## src/rtl/mc_ctrl_unit.sv

```systemverilog
// Multi-cycle sequencer for the RV32I-subset datapath: one FSM state per clk edge.
// Build option MC_CTRL_ILLEGAL_TRAP_EN: illegal instructions halt the FSM instead of acting as NOPs.
// state | meaning: FETCH/DECODE | IR load, dispatch; EX_*/MEM_*/WB_ALU | execute phases;
// BRANCH/JAL/LUI | single-cycle tails; HALT | parked after an illegal instruction (trap build only)
module mc_ctrl_unit (
    input  logic        clk,
    input  logic        rst_n,
    input  logic [6:0]  opcode,
    input  logic [2:0]  funct3,
    input  logic        funct7b5,
    input  logic        zero,
    output logic        ir_write,
    output logic        pc_write,
    output logic [1:0]  pc_src,
    output logic        reg_write,
    output logic [1:0]  wdata_sel,
    output logic        alu_a_sel,
    output logic [1:0]  alu_b_sel,
    output logic [3:0]  alu_op,
    output logic        mem_write,
    output logic        mdr_write,
    output logic [3:0]  state,
    output logic [31:0] instr_cnt,
    output logic        illegal
);

    typedef enum logic [3:0] {
        FETCH    = 4'd0,
        DECODE   = 4'd1,
        EX_R     = 4'd2,
        EX_I     = 4'd3,
        MEM_ADDR = 4'd4,
        MEM_RD   = 4'd5,
        MEM_WB   = 4'd6,
        MEM_WR   = 4'd7,
        WB_ALU   = 4'd8,
        BRANCH   = 4'd9,
        JAL      = 4'd10,
        LUI      = 4'd11,
        HALT     = 4'd15
    } state_e;

    localparam logic [6:0] OP_R      = 7'b0110011;
    localparam logic [6:0] OP_I      = 7'b0010011;
    localparam logic [6:0] OP_LOAD   = 7'b0000011;
    localparam logic [6:0] OP_STORE  = 7'b0100011;
    localparam logic [6:0] OP_BRANCH = 7'b1100011;
    localparam logic [6:0] OP_JAL    = 7'b1101111;
    localparam logic [6:0] OP_LUI    = 7'b0110111;

    localparam logic [3:0] ALU_ADD = 4'd0;
    localparam logic [3:0] ALU_SUB = 4'd1;

`ifdef MC_CTRL_ILLEGAL_TRAP_EN
    localparam state_e ILL_NEXT = HALT;
`else
    localparam state_e ILL_NEXT = FETCH;
`endif

    state_e      state_q, state_d;
    logic [31:0] instr_cnt_q, instr_cnt_d;

    // allow_sub is low for immediate ops so ADDI never becomes SUB
    function automatic logic [3:0] alu_dec(input logic [2:0] f3, input logic f7,
                                           input logic allow_sub);
        logic [3:0] op;
        op = ALU_ADD;
        case (f3)
            3'b000:  op = (f7 && allow_sub) ? ALU_SUB : ALU_ADD;
            3'b001:  op = 4'd2;
            3'b010:  op = 4'd3;
            3'b011:  op = 4'd4;
            3'b100:  op = 4'd5;
            3'b101:  op = f7 ? 4'd7 : 4'd6;
            3'b110:  op = 4'd8;
            default: op = 4'd9;
        endcase
        return op;
    endfunction

    logic       br_legal;
    logic       br_taken;
    logic       is_imm_op;

    assign br_legal  = (funct3 == 3'b000) || (funct3 == 3'b001);
    assign br_taken  = ((funct3 == 3'b000) && zero) || ((funct3 == 3'b001) && !zero);
    assign is_imm_op = (opcode == OP_I);

    always_comb begin
        state_d   = state_q;
        ir_write  = 1'b0;
        pc_write  = 1'b0;
        pc_src    = 2'b00;
        reg_write = 1'b0;
        wdata_sel = 2'b00;
        alu_a_sel = 1'b0;
        alu_b_sel = 2'b00;
        alu_op    = ALU_ADD;
        mem_write = 1'b0;
        mdr_write = 1'b0;

        case (state_q)
            FETCH: begin
                ir_write = 1'b1;
                pc_write = 1'b1;
                state_d  = DECODE;
            end
            DECODE: begin
                case (opcode)
                    OP_R:               state_d = EX_R;
                    OP_I:               state_d = EX_I;
                    OP_LOAD, OP_STORE:  state_d = MEM_ADDR;
                    OP_BRANCH:          state_d = BRANCH;
                    OP_JAL:             state_d = JAL;
                    OP_LUI:             state_d = LUI;
                    default:            state_d = ILL_NEXT;
                endcase
            end
            EX_R: begin
                alu_op  = alu_dec(funct3, funct7b5, 1'b1);
                state_d = WB_ALU;
            end
            EX_I: begin
                alu_b_sel = 2'b01;
                alu_op    = alu_dec(funct3, funct7b5, 1'b0);
                state_d   = WB_ALU;
            end
            WB_ALU: begin
                // IR is unchanged, so the execute-phase ALU setup is recomputed from it
                alu_b_sel = is_imm_op ? 2'b01 : 2'b00;
                alu_op    = alu_dec(funct3, funct7b5, !is_imm_op);
                reg_write = 1'b1;
                state_d   = FETCH;
            end
            MEM_ADDR: begin
                alu_b_sel = 2'b01;
                state_d   = (opcode == OP_LOAD) ? MEM_RD : MEM_WR;
            end
            MEM_RD: begin
                mdr_write = 1'b1;
                state_d   = MEM_WB;
            end
            MEM_WB: begin
                reg_write = 1'b1;
                wdata_sel = 2'b01;
                state_d   = FETCH;
            end
            MEM_WR: begin
                mem_write = 1'b1;
                state_d   = FETCH;
            end
            BRANCH: begin
                alu_op   = ALU_SUB;
                pc_src   = 2'b01;
                pc_write = br_taken;
                state_d  = br_legal ? FETCH : ILL_NEXT;
            end
            JAL: begin
                reg_write = 1'b1;
                wdata_sel = 2'b10;
                pc_write  = 1'b1;
                pc_src    = 2'b01;
                state_d   = FETCH;
            end
            LUI: begin
                reg_write = 1'b1;
                wdata_sel = 2'b11;
                state_d   = FETCH;
            end
            HALT: begin
`ifdef MC_CTRL_ILLEGAL_TRAP_EN
                state_d = HALT;
`else
                state_d = FETCH;
`endif
            end
            default: state_d = FETCH;
        endcase

        if (!rst_n) begin
            ir_write  = 1'b0;
            pc_write  = 1'b0;
            pc_src    = 2'b00;
            reg_write = 1'b0;
            wdata_sel = 2'b00;
            alu_a_sel = 1'b0;
            alu_b_sel = 2'b00;
            alu_op    = ALU_ADD;
            mem_write = 1'b0;
            mdr_write = 1'b0;
        end
    end

    always_comb begin
        instr_cnt_d = instr_cnt_q;
        if ((state_q != FETCH) && (state_d == FETCH))
            instr_cnt_d = instr_cnt_q + 32'd1;
    end

    always_ff @(posedge clk or negedge rst_n) begin
        if (!rst_n) begin
            state_q     <= FETCH;
            instr_cnt_q <= 32'd0;
        end else begin
            state_q     <= state_d;
            instr_cnt_q <= instr_cnt_d;
        end
    end

`ifdef MC_CTRL_ILLEGAL_TRAP_EN
    logic illegal_q, illegal_d;

    always_comb begin
        illegal_d = illegal_q | (state_d == HALT);
    end

    always_ff @(posedge clk or negedge rst_n) begin
        if (!rst_n) illegal_q <= 1'b0;
        else        illegal_q <= illegal_d;
    end

    assign illegal = illegal_q;
`else
    assign illegal = 1'b0;
`endif

    assign state     = state_q;
    assign instr_cnt = instr_cnt_q;

endmodule

```

## config.mk

```make
export PLATFORM = sky130hd
export DESIGN_NAME = mc_ctrl_unit
export DESIGN_NICKNAME = d
export VERILOG_FILES = /design/src/rtl/mc_ctrl_unit.sv
export SDC_FILE = /design/constraint.sdc
export NUM_CORES = 1
export LEC_CHECK = 0
export BUFFER_PORTS_ARGS = -buffer_cell sky130_fd_sc_hd__buf_2
export CAP_MARGIN = 20
export CORE_MARGIN = 2
export CORE_UTILIZATION = 46
export DETAILED_ROUTE_END_ITERATION = 6
export HOLD_SLACK_MARGIN = 0.02
export PLACE_DENSITY_LB_ADDON = 0.12
export SLEW_MARGIN = 20
export SYNTH_ARGS = -nofsm -noshare
export SYNTH_HDL_FRONTEND = slang
export SYNTH_SLANG_ARGS = --single-unit
```

## constraint.sdc

```tcl
create_clock -name clk -period 2.06 [get_ports clk]
set_input_delay 0.412 -clock clk [delete_from_list [all_inputs] [get_ports clk]]
set_output_delay 0.412 -clock clk [all_outputs]
set_load 0.02 [all_outputs]
```

Yosys cells after proc, flatten, opt, wreduce, memory -nomap -nowiden
Index checks and enable logic that the tools add are counted.
{ "word_totals": {"register_bits": 36, "inputBits": 14, "output_inout_bits": 53, "word_cells": 72} }
{ "op_classes": {"add_sub_neg": 1, "eq_ne": 24, "muxes": 28, "n_reduce_logical": 17} }
{ "ops": {"columns": ["op", "n"], "rows": [
  ["one-hot mux 4 bit (7 select lines)", 3],
  ["adder 32 x 1 -> 32 bit (second input constant)", 1],
  ["one-hot mux 4 bit (6 select lines)", 1],
  ["equality test 7 x 6 -> 1 bit (second input constant)", 3],
  ["one-hot mux 4 bit (5 select lines)", 1],
  ["equality test 4 x 3 -> 1 bit (second input constant)", 4],
  ["equality test 4 bit (second input constant)", 4],
  ["one-hot mux 4 bit (4 select lines)", 1],
  ["equality test 7 bit (second input constant)", 2],
  ["2-to-1 mux 1 bit", 14],
  ["OR reduction 2 bit", 5],
  ["equality test 3 bit (second input constant)", 3],
  ["equality test 4 x 2 -> 1 bit (second input constant)", 2],
  ["zero test 4 bit", 2],
  ["2-to-1 mux 2 bit", 4],
  ["equality test 7 x 2 -> 1 bit (second input constant)", 1],
  ["equality test 7 x 5 -> 1 bit (second input constant)", 1],
  ["equality test 3 x 2 -> 1 bit (second input constant)", 2],
  ["one-hot mux 2 bit (3 select lines)", 1],
  ["equality test 4 x 1 -> 1 bit (second input constant)", 1],
  ["logical AND 1 bit", 4],
  ["2-to-1 mux 4 bit", 1],
  ["one-hot mux 1 bit (2 select lines)", 2],
  ["nonzero test 4 bit", 1],
  ["5 further kinds", 6]
]} }

Longest topological paths before layout
{ "logic_depth": {"depth_word": 7, "ltp_mapped": 8, "ltp_nobuf": 6} }

Least setup slack after synthesis
No wires, ideal clock.
{ "synth_path": {"kind": "input to register", "start": "input opcode[2]", "end": "register instr_cnt_q[6], in the netlist instr_cnt[6]", "setup_ps": 80, "arrival_time_ps": 2134, "required_time_ps": 1980, "setup_slack_ps": -153, "path_stages": 8, "n_path_buf": 2, "path_cell_list": "buf_2 -> and4b_1 -> a32o_1 -> a221o_1 -> or2_1 -> buf_6 -> nor4_1 -> xor2_1"} }
{ "synth_via": {"elab_chain_len": 6, "elab_cells_between_ends": 13, "classes_between": "7 x eq/ne; 3 x mux; 3 x reduce/logical"} }
{ "synth_lines": {"columns": ["element", "line", "source"], "rows": [
  ["start, declared", "8", "input logic [6:0] opcode,"],
  ["equality test 7 x 2 -> 1 bit or equality test 7 x 6 -> 1 bit (tied branches)", "109, 137", null],
  ["OR reduction 2 bit", "109", "case (opcode)"],
  ["one-hot mux 4 bit (6 select lines)", "109", null],
  ["one-hot mux 4 bit (5 select lines) *", "102", "case (state_q)"],
  ["zero test 4 bit *", "196", "if ((state_q != FETCH) && (state_d == FETCH))"],
  ["logical AND 1 bit *", "196", null],
  ["end signal, assigned", "206", "instr_cnt_q <= instr_cnt_d;"],
  ["end, declared", "61", "logic [31:0] instr_cnt_q, instr_cnt_d;"]
]} }
Mark *: on every way between the ends. The rest lies on a longest branch, timed or not.
A chain may end at the register's enable or synchronous reset.

Final worst setup path
{ "layout_path": {"start": "register state_q[0], in the netlist state[0]", "end": "output alu_op[0]"} }
{ "layout_via": {"elab_chain_len": 3, "elab_cells_between_ends": 6, "classes_between": "4 x eq/ne; 2 x mux"} }
{ "layout_lines": {"columns": ["element", "line", "source"], "rows": [
  ["start, declared", "60", "state_e state_q, state_d;"],
  ["start signal, assigned", "205", "state_q <= state_d;"],
  ["equality test 4 bit or equality test 4 x 2 -> 1 bit (tied branches)", "102", null],
  ["one-hot mux 4 bit (4 select lines) *", "102", null],
  ["2-to-1 mux 4 bit *", "180", "if (!rst_n) begin"],
  ["end, declared", "19", "output logic [3:0] alu_op,"]
]} }
Marks and branches as above.

==> impl_results.rst <==
.. list-table::
   :header-rows: 1

   * - Metric
     - Value
   * - Result of the run
     - finished, violations left
   * - Failing checks
     - setup timing
   * - Met2 GRT Util
     - 0.3189
   * - Largest net degree at the start of global routing
     - 33
   * - Minimum clock period
     - 2.161 ns
   * - Gate family responsible for the most delay along the worst path
     - simple AND/OR/NAND/NOR gates
   * - Antenna Violating Nets Remaining
     - 0
   * - Final cycle utilization of the critical path
     - 1.049
   * - Slowest stage cell, crit path
     - sky130_fd_sc_hd__or4_4
   * - Type of the tightest min-delay check
     - primary input to async pin
   * - Worst setup path category
     - flip-flop to primary output
   * - Met1 usage in global routing
     - 0.2920
   * - Post-synth top area cell
     - sky130_fd_sc_hd__dfrtp_1
   * - Overflow left after global routing
     - 0
   * - Final hold vios
     - 0
   * - Clock Skews
     - 0.008026 ns
   * - Data required time of the critical path
     - about 1.7 ns
   * - Area share of the largest cell type after synthesis
     - 0.4248
   * - HPWL Detailed
     - around 3600 microns
   * - Clock net sink count
     - 36
   * - Gpl congestion
     - between 0.8 and 0.9
   * - Layout fillers
     - 319
   * - I/O pin total
     - between 60 and 70
   * - Drt first-iter violations
     - 83
   * - Count of final setup violators
     - 6
   * - Worst EP arrival
     - roughly 1.8 ns
   * - Fraction of final layout cells sized beyond drive strength 1
     - 0.4683
   * - Largest fanout on the critical path
     - 2
   * - First-pass GRT wire length
     - around 8500 microns
   * - Number of buffer cells added on primary ports
     - 62
   * - Clock latency on the worst-skew pair
     - 0.29 ns
   * - Max IR drop VDD
     - roughly 0.00069 V
   * - Fraction of registers with async set/reset
     - 1.000
   * - Sum Neg Setup Slack
     - -0.2242 ns
   * - Primary FF master, synth
     - sky130_fd_sc_hd__dfrtp_1
   * - Starting density of the core
     - 0.4837
   * - Area of the core
     - approximately 4400 sq um
   * - Fin Hold WS
     - ~0.052 ns
   * - Most Used Layer, Global Route
     - met2
   * - Total buffers and inverters traversed by the critical path
     - 1
   * - Vias in the first global route
     - between 1500 and 2000
   * - Critical Path Start Type
     - flip-flop
   * - H-tree levels
     - 2
   * - First-pass iteration count of the detailed router
     - 5
   * - Post-layout instance area
     - approximately 3200 sq um
   * - Full die area
     - 5170 sq um
   * - X dimension of the die
     - roughly 72 microns
   * - Antenna violations before repair
     - 0
   * - Crit-path cells
     - or4_4 -> nor4b_4 -> o21a_1 -> buf_6
   * - Root buffer selected by CTS
     - sky130_fd_sc_hd__clkbuf_8
   * - Number of standard-cell rows in the floorplan
     - 24
   * - Final nets
     - roughly 350
   * - Instance area at placement
     - approximately 2700 sq um
   * - Leading cell types by total area after synthesis
     - sky130_fd_sc_hd__dfrtp_1 42%, sky130_fd_sc_hd__xnor2_1 12%, sky130_fd_sc_hd__nand2_1 3.9%
   * - Mapped cell area
     - approximately 2100 sq um
   * - Max-capacitance violation count
     - 0
   * - Fraction of the yosys area taken by sequential cells
     - 0.4248
   * - Max stage delay on crit path
     - about 0.55 ns
   * - Pwr dens
     - between 1000 and 1500 nW/um^2
   * - Antenna fix cells
     - 0
   * - Number of buffers created by CTS
     - 5
   * - TritonCTS clock tree
     - done
   * - Clock edge transition at the registers on the reported setup and hold paths
     - roughly 0.07 ns
   * - Maximum clock path buffer count
     - 2
   * - Synthesized netlist cell count
     - about 230
   * - Met3 Resource Use GR
     - 0.04167
   * - DP Worst Slack
     - -0.2481 ns
   * - Remaining DRCs
     - 0
   * - Count of pins over their slew limit
     - 0
   * - EDFF count, synth
     - 0
   * - Unique masters post-synth
     - 47
   * - Reported leakage power
     - approximately 1.5 nW
   * - Die height
     - 71.90 microns
   * - DR vias/cell
     - between 5 and 6
   * - Detailed-route via count
     - roughly 2000
   * - Final Worst Setup Slack
     - -0.1010 ns
   * - Final routed wire length divided by cell count
     - 14.15 microns
   * - Peak clock frequency supported by timing
     - between 400 and 500 MHz
   * - Critical Path Sink Type
     - primary output
   * - Unrepaired setup endpoints after global routing
     - true
   * - Mapped Avg Cell Area
     - just over 9 sq um
   * - Final Routed Wirelength
     - approximately 5400 microns
   * - Synthesis-stage register bit count
     - 36
   * - Global router's overall resource usage
     - 0.2032
   * - Synth-to-Final Area Change
     - 50.27%
   * - Count of warnings emitted by yosys
     - 0
-- where the power goes --
part	switching [mW]	total [mW]	internal (mW)
clock	0.253	0.525	0.272
combinational	1.13	2.03	0.906
sequential	0.105	0.917	0.812
-- synthesized netlist by cell type (all sizes together), types with 2 or more instances --
cell type,instances
dfrtp,36
xnor2,29
nand2,22
nand3,14
nor2,14
nor3,11
and3,10
a21oi,9
buf,8
nand4,7
nand2b,6
and2,5
clkbuf,5
xor2,5
inv,4
nor2b,4
nor4,4
o21ai,4
or3,3
a31oi,2
and4,2
and4b,2
nor4b,2
o22ai,2
o31ai,2
or2,2
-- routing by layer --
metal	share of wire	wire, microns	vias to the layer above
met1	0.47	2526	958
met3	0.041	222	4
met5	0	0	-
li1	-	-	1003
met2	0.49	2644	48
met4	0.0050	27	0
-- cell type report --
cell class                      count  area, sq um  area share
Tap cell                           52        65.06     0.02042
Timing Repair Buffer              102        676.9      0.2124
Inverter                            4        15.01    0.004711
Clock inverter                      1        7.507    0.002356
Sequential cell                    36        903.4      0.2835
Clock buffer                        7        86.33     0.02709
Multi-Input combinational cell    181         1433      0.4495
-- cell families after synthesis --
family / share of synthesized area
AOI/OAI and AO/OA: 0.08260
and+or+nand+nor: 0.2968
muxes: 0.005309
buffers and inverters: 0.04247
DFF: 0.4248
other: 0.001768
adders and majority gates: 0.005899
xor gates and xnor gates: 0.1404
-- through the flow --
step / total power [mW] / std cells / util
2_1_floorplan: 1.974 / 234 / -
3_3_place_gp: 2.382 / 362 / 0.6179
3_5_place_dp: 2.405 / 362 / 0.6179
4_1_cts: 3.273 / 381 / 0.6826
5_1_grt: 3.685 / 383 / 0.7269
6_report: 3.473 / 383 / 0.7269
-- flip-flops by register name, indices dropped and copies added, names as in the netlist --
signal and cells:
state 4, instr_cnt 32
-- cell usage in the layout (no fill, tap or decap), types with 2 or more instances in the layout --
cell	instances
sky130_fd_sc_hd__and2_1	4
sky130_fd_sc_hd__buf_2	55
sky130_fd_sc_hd__o22ai_1	2
sky130_fd_sc_hd__a21oi_1	6
sky130_fd_sc_hd__conb_1	4
sky130_fd_sc_hd__inv_1	4
sky130_fd_sc_hd__buf_6	11
sky130_fd_sc_hd__nor2_4	3
sky130_fd_sc_hd__nor2_1	11
sky130_fd_sc_hd__or3_4	2
sky130_fd_sc_hd__o21ai_0	2
sky130_fd_sc_hd__nor3_1	6
sky130_fd_sc_hd__nor4_2	2
sky130_fd_sc_hd__nand4_1	7
sky130_fd_sc_hd__nand2_1	21
sky130_fd_sc_hd__xnor2_2	2
sky130_fd_sc_hd__a21oi_2	3
sky130_fd_sc_hd__nor3_2	2
sky130_fd_sc_hd__clkbuf_8	6
sky130_fd_sc_hd__and3_1	10
sky130_fd_sc_hd__nand2b_4	2
sky130_fd_sc_hd__nor3_4	3
sky130_fd_sc_hd__and4_1	2
sky130_fd_sc_hd__dfrtp_2	2
sky130_fd_sc_hd__and4b_1	2
sky130_fd_sc_hd__nor4b_4	2
sky130_fd_sc_hd__xor2_1	5
sky130_fd_sc_hd__xnor2_1	27
sky130_fd_sc_hd__nand3_1	12
sky130_fd_sc_hd__buf_4	35
sky130_fd_sc_hd__nor2b_1	2
sky130_fd_sc_hd__nand2b_1	3
sky130_fd_sc_hd__dfrtp_1	34
sky130_fd_sc_hd__nor4_4	2
-- path summary, 6_finish.rpt --
check	start	endpoint	slack, ns	cells past startpoint
setup / recovery	state[0]	alu_op[0]	-0.10	4
hold / removal	rst_n	state[3]	0.05	2
setup reg to reg	state[0]	instr_cnt[21]	-0.02	8
hold reg to reg	instr_cnt[21]	instr_cnt[21]	0.48	1
max in group asynchronous	rst_n	instr_cnt[19]	1.40	3
min in group clk	instr_cnt[21]	instr_cnt[21]	0.48	1
-- timing repair --
item	in CTS	in global routing
hold endpoints to repair	0	0
gates resized for setup	28	40
pin swaps	5	12
hold buffers	0	0
cloned	0	1
setup buffers	11	2
endpoints found under the setup margin	9	37
Note: power is estimated with default switching activity, not from simulation.
